<file path="src/rtl/parking_gate_arbiter.sv">
// Shares one barrier gate between the entry and exit lanes of a car park:
// round-robin arbitration, open/pass/close sequencing and free-slot tracking.
module parking_gate_arbiter #(
  parameter int CAPACITY    = 8,
  parameter int CNT_W       = 4,
  parameter int OPEN_CYCLES = 16,
  parameter int HOLD_CYCLES = 4
) (
  input  logic             clock_in,
  input  logic             rst_in,
  input  logic             entry_req,
  input  logic             exit_req,
  input  logic             pass_sensor,
  output logic             gate_open,
  output logic             entry_grant,
  output logic             exit_grant,
  output logic [CNT_W-1:0] free_count,
  output logic             full,
  output logic             empty,
  output logic             timeout_pulse
);

  localparam int TMR_MAX = (OPEN_CYCLES > HOLD_CYCLES) ? OPEN_CYCLES : HOLD_CYCLES;
  localparam int TMR_W   = (TMR_MAX > 1) ? $clog2(TMR_MAX) : 1;

  localparam logic [TMR_W-1:0] OPEN_LAST = TMR_W'(OPEN_CYCLES - 1);
  localparam logic [TMR_W-1:0] HOLD_LAST = TMR_W'(HOLD_CYCLES - 1);
  localparam logic [CNT_W-1:0] CAP_CNT   = CNT_W'(CAPACITY);

  typedef enum logic [2:0] {
    S_IDLE,
    S_OPEN_ENTRY,
    S_OPEN_EXIT,
    S_PASSING,
    S_CLOSE
  } state_e;

  typedef enum logic {
    LANE_ENTRY,
    LANE_EXIT
  } lane_e;

  state_e           r_state, w_state_nxt;
  // The most recently granted lane also owns the gate for the whole episode.
  lane_e            r_last_served, w_last_served_nxt;
  logic [TMR_W-1:0] r_timer, w_timer_nxt;
  logic [CNT_W-1:0] r_free_count, w_free_nxt;

  logic r_gate_open, r_entry_grant, r_exit_grant;
  logic r_full, r_empty, r_timeout_pulse;

  logic w_entry_ok, w_exit_ok;
  logic w_timeout_nxt;
  logic w_entry_grant_nxt, w_exit_grant_nxt;

  assign w_entry_ok = entry_req & ~r_full;
  assign w_exit_ok  = exit_req  & ~r_empty;

  always_comb begin
    // NOTE: every signal assigned here gets a default first, so no path can infer a latch.
    w_state_nxt       = r_state;
    w_last_served_nxt = r_last_served;
    w_timer_nxt       = r_timer + 1'b1;
    w_free_nxt        = r_free_count;
    w_timeout_nxt     = 1'b0;

    unique case (r_state)
      S_IDLE: begin
        w_timer_nxt = '0;
        if (w_entry_ok && (!w_exit_ok || r_last_served == LANE_EXIT)) begin
          w_state_nxt       = S_OPEN_ENTRY;
          w_last_served_nxt = LANE_ENTRY;
        end else if (w_exit_ok) begin
          w_state_nxt       = S_OPEN_EXIT;
          w_last_served_nxt = LANE_EXIT;
        end
      end

      S_OPEN_ENTRY, S_OPEN_EXIT: begin
        if (pass_sensor) begin
          w_state_nxt = S_PASSING;
          w_timer_nxt = '0;
        end else if (r_timer == OPEN_LAST) begin
          w_state_nxt   = S_CLOSE;
          w_timer_nxt   = '0;
          w_timeout_nxt = 1'b1;
        end
      end

      S_PASSING: begin
        w_timer_nxt = '0;
        if (!pass_sensor) begin
          w_state_nxt = S_CLOSE;
          // Saturate even though eligibility already keeps the count in range.
          if (r_last_served == LANE_ENTRY) begin
            if (r_free_count != '0) w_free_nxt = r_free_count - 1'b1;
          end else begin
            if (r_free_count != CAP_CNT) w_free_nxt = r_free_count + 1'b1;
          end
        end
      end

      S_CLOSE: begin
        if (r_timer == HOLD_LAST) begin
          w_state_nxt = S_IDLE;
          w_timer_nxt = '0;
        end
      end

      default: begin
        w_state_nxt = S_IDLE;
        w_timer_nxt = '0;
      end
    endcase
  end

  // Outputs are decoded from the next state so they leave the flops directly.
  assign w_entry_grant_nxt = (w_state_nxt == S_OPEN_ENTRY) ||
                             (w_state_nxt == S_PASSING && w_last_served_nxt == LANE_ENTRY);
  assign w_exit_grant_nxt  = (w_state_nxt == S_OPEN_EXIT) ||
                             (w_state_nxt == S_PASSING && w_last_served_nxt == LANE_EXIT);

  always_ff @(posedge clock_in) begin
    // NOTE: sequential state uses non-blocking assignments so every flop samples pre-edge values.
    if (rst_in) begin
      r_state         <= S_IDLE;
      r_last_served   <= LANE_EXIT;
      r_timer         <= '0;
      r_free_count    <= CAP_CNT;
      r_gate_open     <= 1'b0;
      r_entry_grant   <= 1'b0;
      r_exit_grant    <= 1'b0;
      r_full          <= 1'b0;
      r_empty         <= 1'b1;
      r_timeout_pulse <= 1'b0;
    end else begin
      r_state         <= w_state_nxt;
      r_last_served   <= w_last_served_nxt;
      r_timer         <= w_timer_nxt;
      r_free_count    <= w_free_nxt;
      r_gate_open     <= w_entry_grant_nxt | w_exit_grant_nxt;
      r_entry_grant   <= w_entry_grant_nxt;
      r_exit_grant    <= w_exit_grant_nxt;
      r_full          <= (w_free_nxt == '0);
      r_empty         <= (w_free_nxt == CAP_CNT);
      r_timeout_pulse <= w_timeout_nxt;
    end
  end

  assign gate_open     = r_gate_open;
  assign entry_grant   = r_entry_grant;
  assign exit_grant    = r_exit_grant;
  assign free_count    = r_free_count;
  assign full          = r_full;
  assign empty         = r_empty;
  assign timeout_pulse = r_timeout_pulse;

  a_grant_excl: assert property (@(posedge clock_in) disable iff (rst_in)
    !(r_entry_grant && r_exit_grant));
  a_gate_is_or: assert property (@(posedge clock_in) disable iff (rst_in)
    r_gate_open == (r_entry_grant | r_exit_grant));
  a_count_range: assert property (@(posedge clock_in) disable iff (rst_in)
    r_free_count <= CAP_CNT);

endmodule

</file>
<file path="config.mk">
export PLATFORM = sky130hd
export DESIGN_NAME = parking_gate_arbiter
export DESIGN_NICKNAME = d
export VERILOG_FILES = /design/src/rtl/parking_gate_arbiter.sv
export SDC_FILE = /design/constraint.sdc
export NUM_CORES = 1
export LEC_CHECK = 0
export BUFFER_PORTS_ARGS = -buffer_cell sky130_fd_sc_hd__clkbuf_2
export CAP_MARGIN = 5
export CORE_MARGIN = 2
export CORE_UTILIZATION = 43
export DETAILED_ROUTE_END_ITERATION = 10
export GPL_ROUTABILITY_DRIVEN = 0
export PLACE_DENSITY = 0.6
export SYNTH_ARGS = -nofsm -noshare
export SYNTH_HDL_FRONTEND = slang
export SYNTH_SLANG_ARGS = --single-unit
</file>
<file path="constraint.sdc">
create_clock -name clock_in -period 4.6 [get_ports clock_in]
set_input_delay 0.23 -clock clock_in [delete_from_list [all_inputs] [get_ports clock_in]]
set_output_delay 0.23 -clock clock_in [all_outputs]
set_load 0.005 [all_outputs]
</file>
**After elaboration in Yosys (flattened, before gate mapping)**

Index checks and enable logic that the tools add are counted.
Widths: inputs -> output; s select.

- Input bits: 5
- Output and inout port bits: 10
- Logic and storage cells: 63
- Bits in registers: 18

- Add/subtract/negate cells: 3
- Multiplexer cells: 20
- Reduce and logical (&&, ||, !) cells: 12
- Eq/ne operators: 11
- Bitwise logic cells: 7

Operator list:

| kind | number |
|---|---|
| $mux 4 | 8 |
| $mux 3 | 6 |
| $eq 3x2->1 const B | 4 |
| $pmux 3 s4 | 1 |
| $add 4x1->4 const B | 2 |
| $eq 4x4->1 const B | 2 |
| $pmux 4 s2 | 1 |
| $eq 3x1->1 const B | 2 |
| $eq 4x2->1 const B | 1 |
| $logic_not 4->1 | 1 |
| $mux 1 | 4 |
| $ne 4x4->1 const B | 1 |
| $not 1->1 | 4 |
| $reduce_bool 4->1 | 1 |
| $sub 4x1->4 const B | 1 |
| $eq 3x3->1 const B | 1 |
| $logic_and 1x1->1 | 3 |
| $logic_not 3->1 | 1 |
| $logic_or 1x1->1 | 3 |
| $reduce_or 3->1 | 1 |
| $and 1x1->1 | 2 |
| $reduce_or 2->1 | 1 |
| $logic_not 1->1 | 1 |
| $or 1x1->1 | 1 |

**Depth between registers and ports, before layout**

- Depth in word-level cells: 11
- Mapped depth: 6
- Depth with buffers taken out: 6

**Worst setup path after synthesis**

OpenSTA, ideal clock, no wires.

- Path kind: flip-flop to flip-flop
- From: register r_free_count[1] (netlist: free_count[1])
- To: register r_full (netlist: full)
- Path buffers: 0
- Setup slack: 2.982 ns
- Library setup time: 0.088 ns
- Stages on the path, launching flop included: 7
- Period minus slack after synthesis: 1.618 ns
- Data required time: 4.512 ns
- Arrival time: 1.530 ns
- Path through: dfxtp_1 -> inv_1 -> ha_1 -> nor2_1 -> mux2_4 -> a2111o_1 -> nor4_2

- Cells in the longest elaborated chain, start to end: 6
- Elaborated cells on any way between the ends: 10
- Classes of those cells: add/sub: 2; eq/ne: 1; mux: 5; reduce/logical: 2

RTL lines:

| item | line | RTL |
|---|---|---|
| start, declared | 47 | `logic [CNT_W-1:0] r_free_count, w_free_nxt;` |
| start signal, assigned | 140 | `r_free_count <= w_free_nxt;` |
| $sub 4x1->4, or another cell as far along | 96 | `if (r_free_count != '0) w_free_nxt = r_free_count - 1'b1;` |
| $mux 4, on equally long branches | 96, 98 |  |
| $mux 4 | 95 | `if (r_last_served == LANE_ENTRY) begin` |
| $mux 4 | 92 | `if (!pass_sensor) begin` |
| $mux 4 * | 67 | `unique case (r_state)` |
| $logic_not 4->1 * | 144 | `r_full <= (w_free_nxt == '0);` |
| end signal, assigned | 144 |  |
| end, declared | 50 | `logic r_full, r_empty, r_timeout_pulse;` |

Every way passes the cells marked *; elsewhere a longest branch is shown, timed or not.
A chain may end at the register's enable or synchronous reset.

**Final worst setup path**

Ends and elaborated chain as after synthesis.

==> impl_results.md <==
- Status: complete, no violations
- ANT cells: 0
- Largest net degree at the start of global routing: 13
- Final count of hold timing violations: 0
- Post-CTS setup buffer count: 0
- Peak supply drop: 191 uV
- Synth Area in XOR/XNOR: 5.24%
- Number of synthesized register bits: 18
- CP max-delay cell: a2111o_1
- Number of global-route vias before repair: 730
- Synth cell count leaders: dfxtp_1 (18), inv_1 (8), nor2_1 (7)
- Mapped Cells: 110
- Met3 Resource Use GR: 5.43%
- Synth Area in Simple Gates: 25.6%
- Reg-to-reg setup timing slack: 2.80 ns
- R2R depth: 6
- First-pass GRT wire length: 3260 um
- WHS Endpoint: gate_open$_SDFF_PP0_
- Hold Crit Depth: 2
- Max-cap violation count: 0
- CP delay by family, top: compound AO/OA/AOI/OAI gates
- Skew final: 0.000654 ns
- Worst endpoint data arrival time: 2.00 ns
- WS Path Type: reg2reg
- Slowest stage delay, CP: 0.40 ns
- Post-Route WL: 1900 um
- Synth Area in Compound Gates: 20.0%
- Horiz. Die Dim: 52.3 um
- Hold Crit Class: in2reg
- Tot Pwr: 0.301 mW
- Max Fclk: 0.556 GHz
- Root Buffer: clkbuf_4
- Crit-path cells: inv_1, ha_1, nor2_1, mux2_4, a2111o_1, nor4_2
- Starting density of the core: 45.3%
- Data required, critical path: 4.80 ns
- Num CTS Buffers: 3
- Seq/Total Area, Yosys: 36.0%
- Dpl ws: 2.83 ns
- Reg2reg start: free_count[1]$_SDFF_PP0_
- Startpoint of the worst hold path: rst_in
- Setup violators final: 0
- Clock-pin slew on the worst setup and hold paths: 0.09 ns
- Final WS setup: 2.80 ns
- FFs w/ async S/R, synth: 0%
- Fillers: 227
- Most Used Layer, Global Route: met2
- Antenna violations before repair: 0
- Synth Flop Type: dfxtp_1
- Critical path peak fanout: 6
- WP buf/inv: 1
- Post-cts resize count: 0
- FF+latch area: 360 um^2
- Clk sinks: 18
- Unrepaired setup endpoints after global routing: false
- Reg-to-Reg End: full$_SDFF_PP0_
- Routed via count: 825
- Net Count, Synth: 118
- Die Area: 0.00273 mm^2
- Worst-case clock buffer depth: 2
- Row count: 17
- Crit end category: register
- Core Box Area: 0.00221 mm^2
- Proportion of layout cells with a drive suffix above 1: 20.7%
- Startpoint class of the critical path: register
- Hold-fix buffers at CTS: 0
- Total gr overflow: 0
- Met2 Usage GRT: 24.9%
- P&R area growth vs syn: 8.74%
- Die Span Y: 52.3 um
- EDFF count, synth: 0
- Worst-margin pin slew: 0.455 ns
- Synth Warn #: 0
- Yosys top cell area share: 36.0%
- Period Utilization, post-route: 39.1%
- Synth area leaders: dfxtp_1 (36%), a211oi_1 (3.7%), ha_1 (3.7%)
- TNS Setup: 0 ns
- Initial DRC count: 18
- Post-synthesis mux area share: 1.50%
- Adder-cell share of the synthesized area: 4.74%
- Final hold slack: 0.206 ns
- Multi-input gate area: 572 um^2
- PortBufs: 14
- CTS tree: yes
- Io pins: 15
- Post-synth top area cell: dfxtp_1
- Largest family of logic cells by synthesized area: simple AND/OR/NAND/NOR gates
- Vias per cell: 5.54
- Remaining antenna violation count: 0
- DR DRC count: 0
- Period minus WS final: 1.80 ns
- M1 GR Usage: 21.3%
- Max-Slew Margin vs Limit: 69.6%
- Avg Inst Size Synth: 9.11 um^2
- Final Max Slew Viols: 0
- Mapped cell area: 0.00100 mm^2
- Post-Route Utilization: 49.3%
- Pwr/cell area: 276 mW/mm^2
- Distinct cell type count after synthesis: 47
- Count leader, synth: dfxtp_1
- Hpwl dp: 1460 um
- Drt pass-1 iters: 4
- Final net count: 131
- CTS H-Tree Depth: 1
- Average routed wire per standard cell: 12.8 um
- Aggregate global-route resource usage: 15.8%
- Clk_lat worst skew: 0.28 ns
- Leak Pwr: 0.473 nW
-- stage by stage --
step	cell area [um^2]	instances
global placement	1070	146
finish	1090	149
floorplan	1000	110
detailed placement	1070	146
global route	1090	149
CTS	1090	149
-- worst max-delay path by stage --
stage	start	endpoint	slack (ns)	cells past startpoint
after detailed placement	free_count[1]$_SDFF_PP0_	full$_SDFF_PP0_	2.83	6
after global placement	free_count[1]$_SDFF_PP0_	full$_SDFF_PP0_	2.86	6
after floorplan	free_count[1]$_SDFF_PP0_	full$_SDFF_PP0_	2.98	6
after global routing	free_count[1]$_SDFF_PP0_	full$_SDFF_PP0_	2.67	6
after CTS	free_count[1]$_SDFF_PP0_	full$_SDFF_PP0_	2.79	6
final	free_count[1]$_SDFF_PP0_	full$_SDFF_PP0_	2.80	6
-- state kept, by name, indices dropped and copies added (netlist names) --
| signal | count |
|---|---|
| free_count | 4 |
| r_timer | 4 |
| r_state | 3 |
| empty | 1 |
| entry_grant | 1 |
| exit_grant | 1 |
| full | 1 |
| gate_open | 1 |
| r_last_served | 1 |
| timeout_pulse | 1 |
-- power breakdown --
| group | internal (mW) | switching [mW] |
|---|---|---|
| Combinational | 0.0249 | 0.0253 |
| Clock | 0.0304 | 0.0440 |
| Sequential | 0.165 | 0.0117 |
| Total | 0.220 | 0.0810 |
-- worst register-to-register path: cells and delay by family, from the launching register on --
family	cells	cell delay (ns)
flip-flops	1	0.37
AND/OR/NAND/NOR	2	0.34
AO/OA/AOI/OAI	1	0.40
adder cells (fa/ha/maj)	1	0.25
multiplexers	1	0.28
buffers and inverters	1	0.09
-- metal layers --
| layer | wire (um) | vias to the layer above | part of all wire [%] |
|---|---|---|---|
| met3 | 84 | 2 | 4.4 |
| met1 | 951 | 376 | 50 |
| li1 | - | 428 | - |
| met4 | 14 | 0 | 0.74 |
| met5 | 0 | - | 0 |
| met2 | 850 | 19 | 45 |
-- cells in the final DEF (no fill, tap or decap), types with 2 or more instances in the layout --
cell,count
o21ai_0,4
nor2_1,7
or2_2,2
nor3b_1,2
or3b_1,2
nand3b_1,2
dfxtp_1,18
o221ai_1,2
and2_1,3
xor2_1,3
clkbuf_4,3
a21oi_1,4
clkbuf_2,14
nand2_1,4
inv_1,8
nor3_1,4
o21ai_1,2
a211oi_1,5
ha_1,3
xnor2_1,3
and3_1,2
-- layout make-up --
class / count / area share (%)
clock buffers: 3 / 2.07
inverters: 8 / 2.76
multi-input cells: 78 / 52.5
flip-flops and latches: 18 / 33.1
well taps: 28 / 3.21
repair buffers: 14 / 6.43
-- cells by family (layout without fill, tap and decap cells) --
family	Yosys count	count (layout)
AO/OA/AOI/OAI	27	27
XOR/XNOR	6	6
adder cells (fa/ha/maj)	4	4
buffers and inverters	14	25
flip-flops	18	18
multiplexers	1	1
AND/OR/NAND/NOR	40	40
No activity file was read; power rests on OpenSTA's default activity.
